`config.mk`:
```
export PLATFORM = sky130hd
export DESIGN_NAME = cache_fill_fsm_flat
export DESIGN_NICKNAME = d
export VERILOG_FILES = /design/src/rtl/cache_fill_if.sv /design/src/rtl/cache_fill_fsm.sv /design/src/flat_wrapper.sv
export SDC_FILE = /design/constraint.sdc
export NUM_CORES = 1
export LEC_CHECK = 0
export ABC_CLOCK_PERIOD_IN_PS = 3950
export CORE_MARGIN = 10
export CORE_UTILIZATION = 40
export CTS_BUF_LIST = sky130_fd_sc_hd__clkbuf_4 sky130_fd_sc_hd__clkbuf_8
export DETAILED_ROUTE_END_ITERATION = 8
export GPL_TIMING_DRIVEN = 0
export PLACE_DENSITY = 0.81
export SLEW_MARGIN = 25
export SYNTH_ARGS = -nofsm -noshare
export SYNTH_HDL_FRONTEND = slang
export SYNTH_SLANG_ARGS = --single-unit
export TNS_END_PERCENT = 30
```
`constraint.sdc`:
```
create_clock -name clk -period 3.95 [get_ports clk]
set_input_delay 0.79 -clock clk [delete_from_list [all_inputs] [get_ports clk]]
set_output_delay 0.79 -clock clk [all_outputs]
set_load 0.03 [all_outputs]
```
`src/rtl/cache_fill_if.sv`:
```
// cache_fill_if: miss/memory/array signal bundle between a cache fill FSM and its surroundings
//   miss_detected, miss_address          lookup miss and the byte address that missed
//   memory_data, memory_data_valid       in-order read returns from main memory
//   fsm_busy                             fill in progress, pipeline stalls
//   memory_request, memory_address       one read request per cycle
//   write_data_array, fill_word, fill_data  data array word write
//   write_tag_array                      tag/valid write on the final word
//   master: the fill FSM; slave: the cache/memory side
interface cache_fill_if #(parameter int ADDR_WIDTH = 16);
   logic                  miss_detected;
   logic [ADDR_WIDTH-1:0] miss_address;
   logic [15:0]           memory_data;
   logic                  memory_data_valid;
   logic                  fsm_busy;
   logic                  memory_request;
   logic [ADDR_WIDTH-1:0] memory_address;
   logic                  write_data_array;
   logic [2:0]            fill_word;
   logic [15:0]           fill_data;
   logic                  write_tag_array;
   modport master (
      input  miss_detected, miss_address, memory_data, memory_data_valid,
      output fsm_busy, memory_request, memory_address, write_data_array, fill_word, fill_data,
             write_tag_array
   );
   modport slave (
      output miss_detected, miss_address, memory_data, memory_data_valid,
      input  fsm_busy, memory_request, memory_address, write_data_array, fill_word, fill_data,
             write_tag_array
   );
endinterface

```
`src/rtl/cache_fill_fsm.sv`:
```
// cache_fill_fsm: fetches a missing 8-word block from pipelined memory and streams it into the cache arrays
//   clk  system clock, rising edge
//   rst  asynchronous active-high reset; aborts any fill without a tag write
//   bus  cache_fill_if.master: miss input, memory request/return, data/tag array writes
module cache_fill_fsm #(
   parameter int ADDR_WIDTH  = 16,
   parameter int BLOCK_WORDS = 8
) (
   input logic         clk,
   input logic         rst,
   cache_fill_if.master bus
);
   typedef enum logic {IDLE, FILL} state_t;
   state_t                state_q, state_d;
   logic [ADDR_WIDTH-1:0] base_q, base_d;
   logic [3:0]            req_cnt_q, req_cnt_d;
   logic [3:0]            rcv_cnt_q, rcv_cnt_d;
   logic                  busy, req, acc, last;
   always_ff @(posedge clk or posedge rst) begin
      if (rst) begin
         state_q   <= IDLE;
         base_q    <= '0;
         req_cnt_q <= '0;
         rcv_cnt_q <= '0;
      end else begin
         state_q   <= state_d;
         base_q    <= base_d;
         req_cnt_q <= req_cnt_d;
         rcv_cnt_q <= rcv_cnt_d;
      end
   end
   always_comb begin
      state_d   = state_q;
      base_d    = base_q;
      req_cnt_d = req_cnt_q;
      rcv_cnt_d = rcv_cnt_q;
      busy      = state_q == FILL;
      req       = busy && req_cnt_q < 4'(BLOCK_WORDS);
      // a valid with nothing outstanding is a protocol error and is dropped
      acc       = busy && bus.memory_data_valid && rcv_cnt_q < req_cnt_q;
      last      = acc && rcv_cnt_q == 4'(BLOCK_WORDS - 1);
      if (!busy && bus.miss_detected) begin
         state_d   = FILL;
         base_d    = bus.miss_address & ~ADDR_WIDTH'(15);
         req_cnt_d = '0;
         rcv_cnt_d = '0;
      end
      if (busy) begin
         req_cnt_d = req_cnt_q + {3'b0, req};
         rcv_cnt_d = rcv_cnt_q + {3'b0, acc};
         state_d   = last ? IDLE : FILL;
      end
   end
   assign bus.fsm_busy         = busy;
   assign bus.memory_request   = req;
   assign bus.memory_address   = busy ? base_q + ADDR_WIDTH'({req_cnt_q[2:0], 1'b0}) : '0;
   assign bus.write_data_array = acc;
   assign bus.fill_word        = acc ? rcv_cnt_q[2:0] : '0;
   assign bus.fill_data        = bus.memory_data;
   assign bus.write_tag_array  = last;
endmodule

```
`src/flat_wrapper.sv`:
```
// flat-port wrapper written by rule: the top's interface ports become plain ports
module cache_fill_fsm_flat 
#(
   parameter int ADDR_WIDTH  = 16,
   parameter int BLOCK_WORDS = 8
)
  (clk, rst, bus_miss_detected, bus_miss_address, bus_memory_data, bus_memory_data_valid, bus_fsm_busy, bus_memory_request, bus_memory_address, bus_write_data_array, bus_fill_word, bus_fill_data, bus_write_tag_array);
  cache_fill_if #(.ADDR_WIDTH(ADDR_WIDTH)) bus_i ();
  input logic clk;
  input logic rst;
  input wire logic [$bits(bus_i.miss_detected)-1:0] bus_miss_detected;
  input wire logic [$bits(bus_i.miss_address)-1:0] bus_miss_address;
  input wire logic [$bits(bus_i.memory_data)-1:0] bus_memory_data;
  input wire logic [$bits(bus_i.memory_data_valid)-1:0] bus_memory_data_valid;
  output wire logic [$bits(bus_i.fsm_busy)-1:0] bus_fsm_busy;
  output wire logic [$bits(bus_i.memory_request)-1:0] bus_memory_request;
  output wire logic [$bits(bus_i.memory_address)-1:0] bus_memory_address;
  output wire logic [$bits(bus_i.write_data_array)-1:0] bus_write_data_array;
  output wire logic [$bits(bus_i.fill_word)-1:0] bus_fill_word;
  output wire logic [$bits(bus_i.fill_data)-1:0] bus_fill_data;
  output wire logic [$bits(bus_i.write_tag_array)-1:0] bus_write_tag_array;
  assign bus_i.miss_detected = bus_miss_detected;
  assign bus_i.miss_address = bus_miss_address;
  assign bus_i.memory_data = bus_memory_data;
  assign bus_i.memory_data_valid = bus_memory_data_valid;
  assign bus_fsm_busy = bus_i.fsm_busy;
  assign bus_memory_request = bus_i.memory_request;
  assign bus_memory_address = bus_i.memory_address;
  assign bus_write_data_array = bus_i.write_data_array;
  assign bus_fill_word = bus_i.fill_word;
  assign bus_fill_data = bus_i.fill_data;
  assign bus_write_tag_array = bus_i.write_tag_array;
  cache_fill_fsm #(.ADDR_WIDTH(ADDR_WIDTH), .BLOCK_WORDS(BLOCK_WORDS)) u_core (.clk(clk), .rst(rst), .bus(bus_i));
endmodule
```
Word level (Yosys, flattened, before mapping)
Cells that the tools add are included.
{"block": "classes", "add_sub_neg": 3, "mul": 0, "div_mod_pow": 0, "order_cmp": 2, "eq_ne": 1, "shifts": 0, "n_mux": 8, "bitwise": 0, "reduce_logical": 7}
{"operator": "$add A16 B4 Y16", "n": 1}
{"operator": "$mux W16", "n": 1}
{"operator": "$mux W4", "n": 3}
{"operator": "$add A4 B1 Y4", "n": 2}
{"operator": "$logic_and A1 B1 Y1", "n": 5}
{"operator": "$eq A4 B3 Y1 const B", "n": 1}
{"operator": "$lt A4 B4 Y1", "n": 1}
{"operator": "$lt A4 B4 Y1 const B", "n": 1}
{"operator": "$mux W1", "n": 3}
{"operator": "$mux W3", "n": 1}
{"operator": "$reduce_bool A2 Y1", "n": 1}
{"operator": "$logic_not A1 Y1", "n": 1}
{"block": "totals", "ff_bits": 21, "latchBits": 0, "ramBits": 0, "rom_bits": 0, "inputBits": 36, "out_inout_bits": 39, "word_cells": 25, "n_memories": 0}

Logic depth before layout (Yosys ltp)
{"block": "logic_depth", "word_depth": 5, "depth_mapped": 10, "depth_no_buf": 10}

Worst setup path after synthesis
OpenSTA, ideal clock, no wires.
{"block": "synth_path", "path_type": "reg2out", "startpoint": "register u_core.rcv_cnt_q[1]", "endpoint": "output port bus_fill_word[0]", "arrival_ns": 1.934, "required_time_ns": 3.160, "setup_slack_ns": 1.226, "stages_incl_launch_ff": 6, "path_buffers": 0, "cell_sequence": "dfrtp_1 > ha_1 > o211ai_1 > nor2_1 > nor2_1 > ha_1"}
{"block": "synth_via", "elab_chain_cells": 3}
{"item": "from (decl)", "line": "cache_fill_fsm.sv:17", "rtl": "logic [3:0] rcv_cnt_q, rcv_cnt_d;"}
{"item": "from (signal assigned)", "line": "cache_fill_fsm.sv:29", "rtl": "rcv_cnt_q <= rcv_cnt_d;"}
{"item": "$lt A4 B4 Y1", "line": "cache_fill_fsm.sv:40", "rtl": "acc = busy && bus.memory_data_valid && rcv_cnt_q < req_cnt_q;"}
{"item": "$logic_and A1 B1 Y1", "line": "cache_fill_fsm.sv:40"}
{"item": "named net bus_write_data_array", "line": "flat_wrapper.sv:18", "rtl": "output wire logic [$bits(bus_i.write_data_array)-1:0] bus_write_data_array;"}
{"item": "$mux W3", "line": "cache_fill_fsm.sv:58", "rtl": "assign bus.fill_word = acc ? rcv_cnt_q[2:0] : '0;"}
{"item": "to (decl)", "line": "flat_wrapper.sv:19", "rtl": "output wire logic [$bits(bus_i.fill_word)-1:0] bus_fill_word;"}
The timed path passes the listed nets, and every way through them passes these cells.

Worst setup path in the final report
{"block": "layout_path", "startpoint": "input port bus_memory_data_valid", "endpoint": "output port bus_fill_word[0]"}
{"block": "layout_via", "elab_chain_cells": 3}
{"item": "from (decl)", "line": "flat_wrapper.sv:14", "rtl": "input wire logic [$bits(bus_i.memory_data_valid)-1:0] bus_memory_data_valid;"}
{"item": "$logic_and A1 B1 Y1 (2 in series)", "line": "cache_fill_fsm.sv:40"}
{"item": "$mux W3", "line": "cache_fill_fsm.sv:58"}
Every way passes these cells.

==> flow_summary.yaml <==
placed_design:
  gp_congestion: 0.871
  numPortBuffers: 53
  hpwlAfterDp_mm: 2.65
sta:
  rsz0062_at_grt: "false"
  min_period_ps: 3430
  fin_setup_tns_ps: 0
  worstMarginPinSlew_ps: 813
  hold_viol: 0
  fin_worst_hold_slack_ps: 517
  fin_crit_sh: 0.869
  slew_violations: 0
  setup_viol: 0
  slew_headroom: 0.457
  max_freq_ghz: 0.291
  finClkSkew_ps: 3.80
global_routing:
  grt_pass1_wl_mm: 5.24
  grt_use_total: 0.108
  grt_max_degree: 22
  grt_pass1_vias: 1152
  grt_overflow: 0
  antenna_found_initial: 0
clock_network:
  cts_buffers: 3
  cts_root_buf: "clkbuf_4"
  cts_resized: 0
  post_cts_buffers: 0
  clock_latency_ps: 310
  cts.sinks: 21
  clk_path_buf_depth: 2
  cts.clk_slew.worst_paths_ps: 120
  ctsHtreeMaxLevel: 1
  holdBufCountCts: 0
  cts_tree: "built"
setup_path:
  crit_buf_inv: 2
  path_class: "in2out"
  cp_top_family: "buffers and inverters"
  cp.arrival_ps: 2640
  worstSetupEndpointType: "output pin"
  cp_slowest_stage_delay_ps: 700
  crit_fanout: 5
  cp.required_ps: 3160
  start_kind: "input port"
  cp_cell_sequence: "clkdlybuf4s50_1, nand4b_1, nor2_1, ha_1, clkdlybuf4s50_1"
  worst_path_most_repeated_cell: "clkdlybuf4s50_1"
  critPathSlowestCell: "clkdlybuf4s50_1"
die:
  coreArea_mm2: 0.00308
  initial_core_util: 0.423
  die_area_mm2: 0.00593
  die_y_um: 77.0
  rows: 20
  die_w_um: 77.0
  num_io_pins: 75
power:
  p_leak_nw: 0.835
  total_power_mw: 1.47
  irDropWorstVdd_v: 0.000375
  p_per_area_mw_per_mm2: 767
routing:
  totalWireLength_mm: 3.33
  drt-wirelength-per-cell_um: 14.9
  ant_nets: 0
  drt_pre_antenna_iters: 4
  drtIter0Drc: 48
  routed-via-count: 1029
  via_per_inst: 4.61
  drc: 0
cells_and_area:
  multi_input_area_um2: 593
  finalNetCount: 223
  drive_above_1_share: 0.207
  diodes: 0
  fillers: 248
  area_growth_pct: 47.1
  seq_area_um2: 526
synth:
  syn_area_mm2: 0.00130
  synth-edff-count: 0
  synth_warnings: 0
  synth_top_cell_area_share: 0.404
  synth_top_area_cell: "dfrtp_1"
  yosysMostFrequentCell: "dfrtp_1"
  async_flop_share: 1.00
  syn_inst: 122
  ys_top_cells_by_count: "dfrtp_1, buf_4, and2_1"
  synth.area.top_cells: "dfrtp_1, buf_4, mux2_4"
  synth_area_per_cell_um2: 10.7
  synth_seq_cells: 21
  synth_nets: 165
  yosys_most_used_dff: "dfrtp_1"
  yosys.cell_types.count: 28
  seq_area_frac_synth: 0.404
run:
  max-cap-violations: 0
min_path:
  holdCritPathClass: "reg2reg"
run_status:
  status: "completed"
## kinds of logic (layout without fill, tap and decap cells)
| logic type | count (synthesis) | after routing | share of synthesized area |
|---|---|---|---|
| buffers and inverters | 26 | 83 | 0.140 |
| other | 1 | 1 | 0.00288 |
| and+or+nand+nor | 42 | 42 | 0.194 |
| muxes | 13 | 13 | 0.137 |
| AOI/OAI and AO/OA | 12 | 12 | 0.0538 |
| DFF | 21 | 21 | 0.404 |
| adders and majority gates | 7 | 7 | 0.0673 |
## metrics by stage
stage / instances / utilization / setup slack (ps) / instance area (um2)
final: 223 / 0.622 / 519 / 1910
after global routing: 223 / 0.622 / 430 / 1910
after CTS: 223 / 0.622 / 534 / 1910
after detailed placement: 219 / 0.613 / 538 / 1890
after global placement: 219 / 0.613 / 589 / 1890
after floorplan: 122 / - / 1230 / 1300
## cell type report
cell class | count | share of cell area
clock inverters | 1 | 0.00261
plain buffers | 22 | 0.0876
multi-input cells | 75 | 0.310
flip-flops and latches | 21 | 0.275
inverters | 4 | 0.00784
clock buffers | 3 | 0.0118
repair buffers | 53 | 0.277
well taps | 44 | 0.0288
## power breakdown
part	leakage [nW]	internal [mW]	total, mW	switching, mW
Sequential	0.254	0.319	0.397	0.0782
Clock	0.0177	0.0378	0.106	0.0685
Combinational	0.564	0.457	0.965	0.508
## registers in the layout (all words and copies together), names as in the netlist
signal / count
u_core.bus.fsm_busy: 1
u_core.rcv_cnt_q: 4
u_core.base_q: 12
u_core.req_cnt_q: 4
## placed cells by master, fill, tap and decap left out, types with 4 or more instances in the layout
cell type / n
o21ai_0: 8
inv_1: 4
nand2_1: 7
mux2_4: 9
clkdlybuf4s50_1: 53
dfrtp_1: 21
ha_1: 7
buf_4: 18
and2_1: 15
## layer usage
metal / up-vias / global-route usage / part of all wire
met5: - / 0 / 0
met4: 0 / 0.0529 / 0.017
met3: 4 / 0.0618 / 0.13
met2: 53 / 0.180 / 0.45
met1: 467 / 0.105 / 0.41
li1: 505 / - / -
## path summary, 6_finish.rpt
| path | startpoint | to | slack [ps] | depth (start not counted) |
|---|---|---|---|---|
| worst min-delay path | u_core.base_q[8]$_DFFE_PP0P_ | u_core.base_q[8]$_DFFE_PP0P_ | 520 | 1 |
| min in group asynchronous | rst | u_core.base_q[8]$_DFFE_PP0P_ | 930 | 2 |
| worst max register to register | u_core.rcv_cnt_q[3]$_DFFE_PP0P_ | u_core.rcv_cnt_q[2]$_DFFE_PP0P_ | 1860 | 9 |
| worst min register to register | u_core.base_q[8]$_DFFE_PP0P_ | u_core.base_q[8]$_DFFE_PP0P_ | 520 | 1 |
| worst max-delay path | bus_memory_data_valid | bus_fill_word[0] | 520 | 5 |
| max in group asynchronous | rst | u_core.base_q[14]$_DFFE_PP0P_ | 2510 | 2 |
Note: power is estimated with default switching activity, not from simulation.
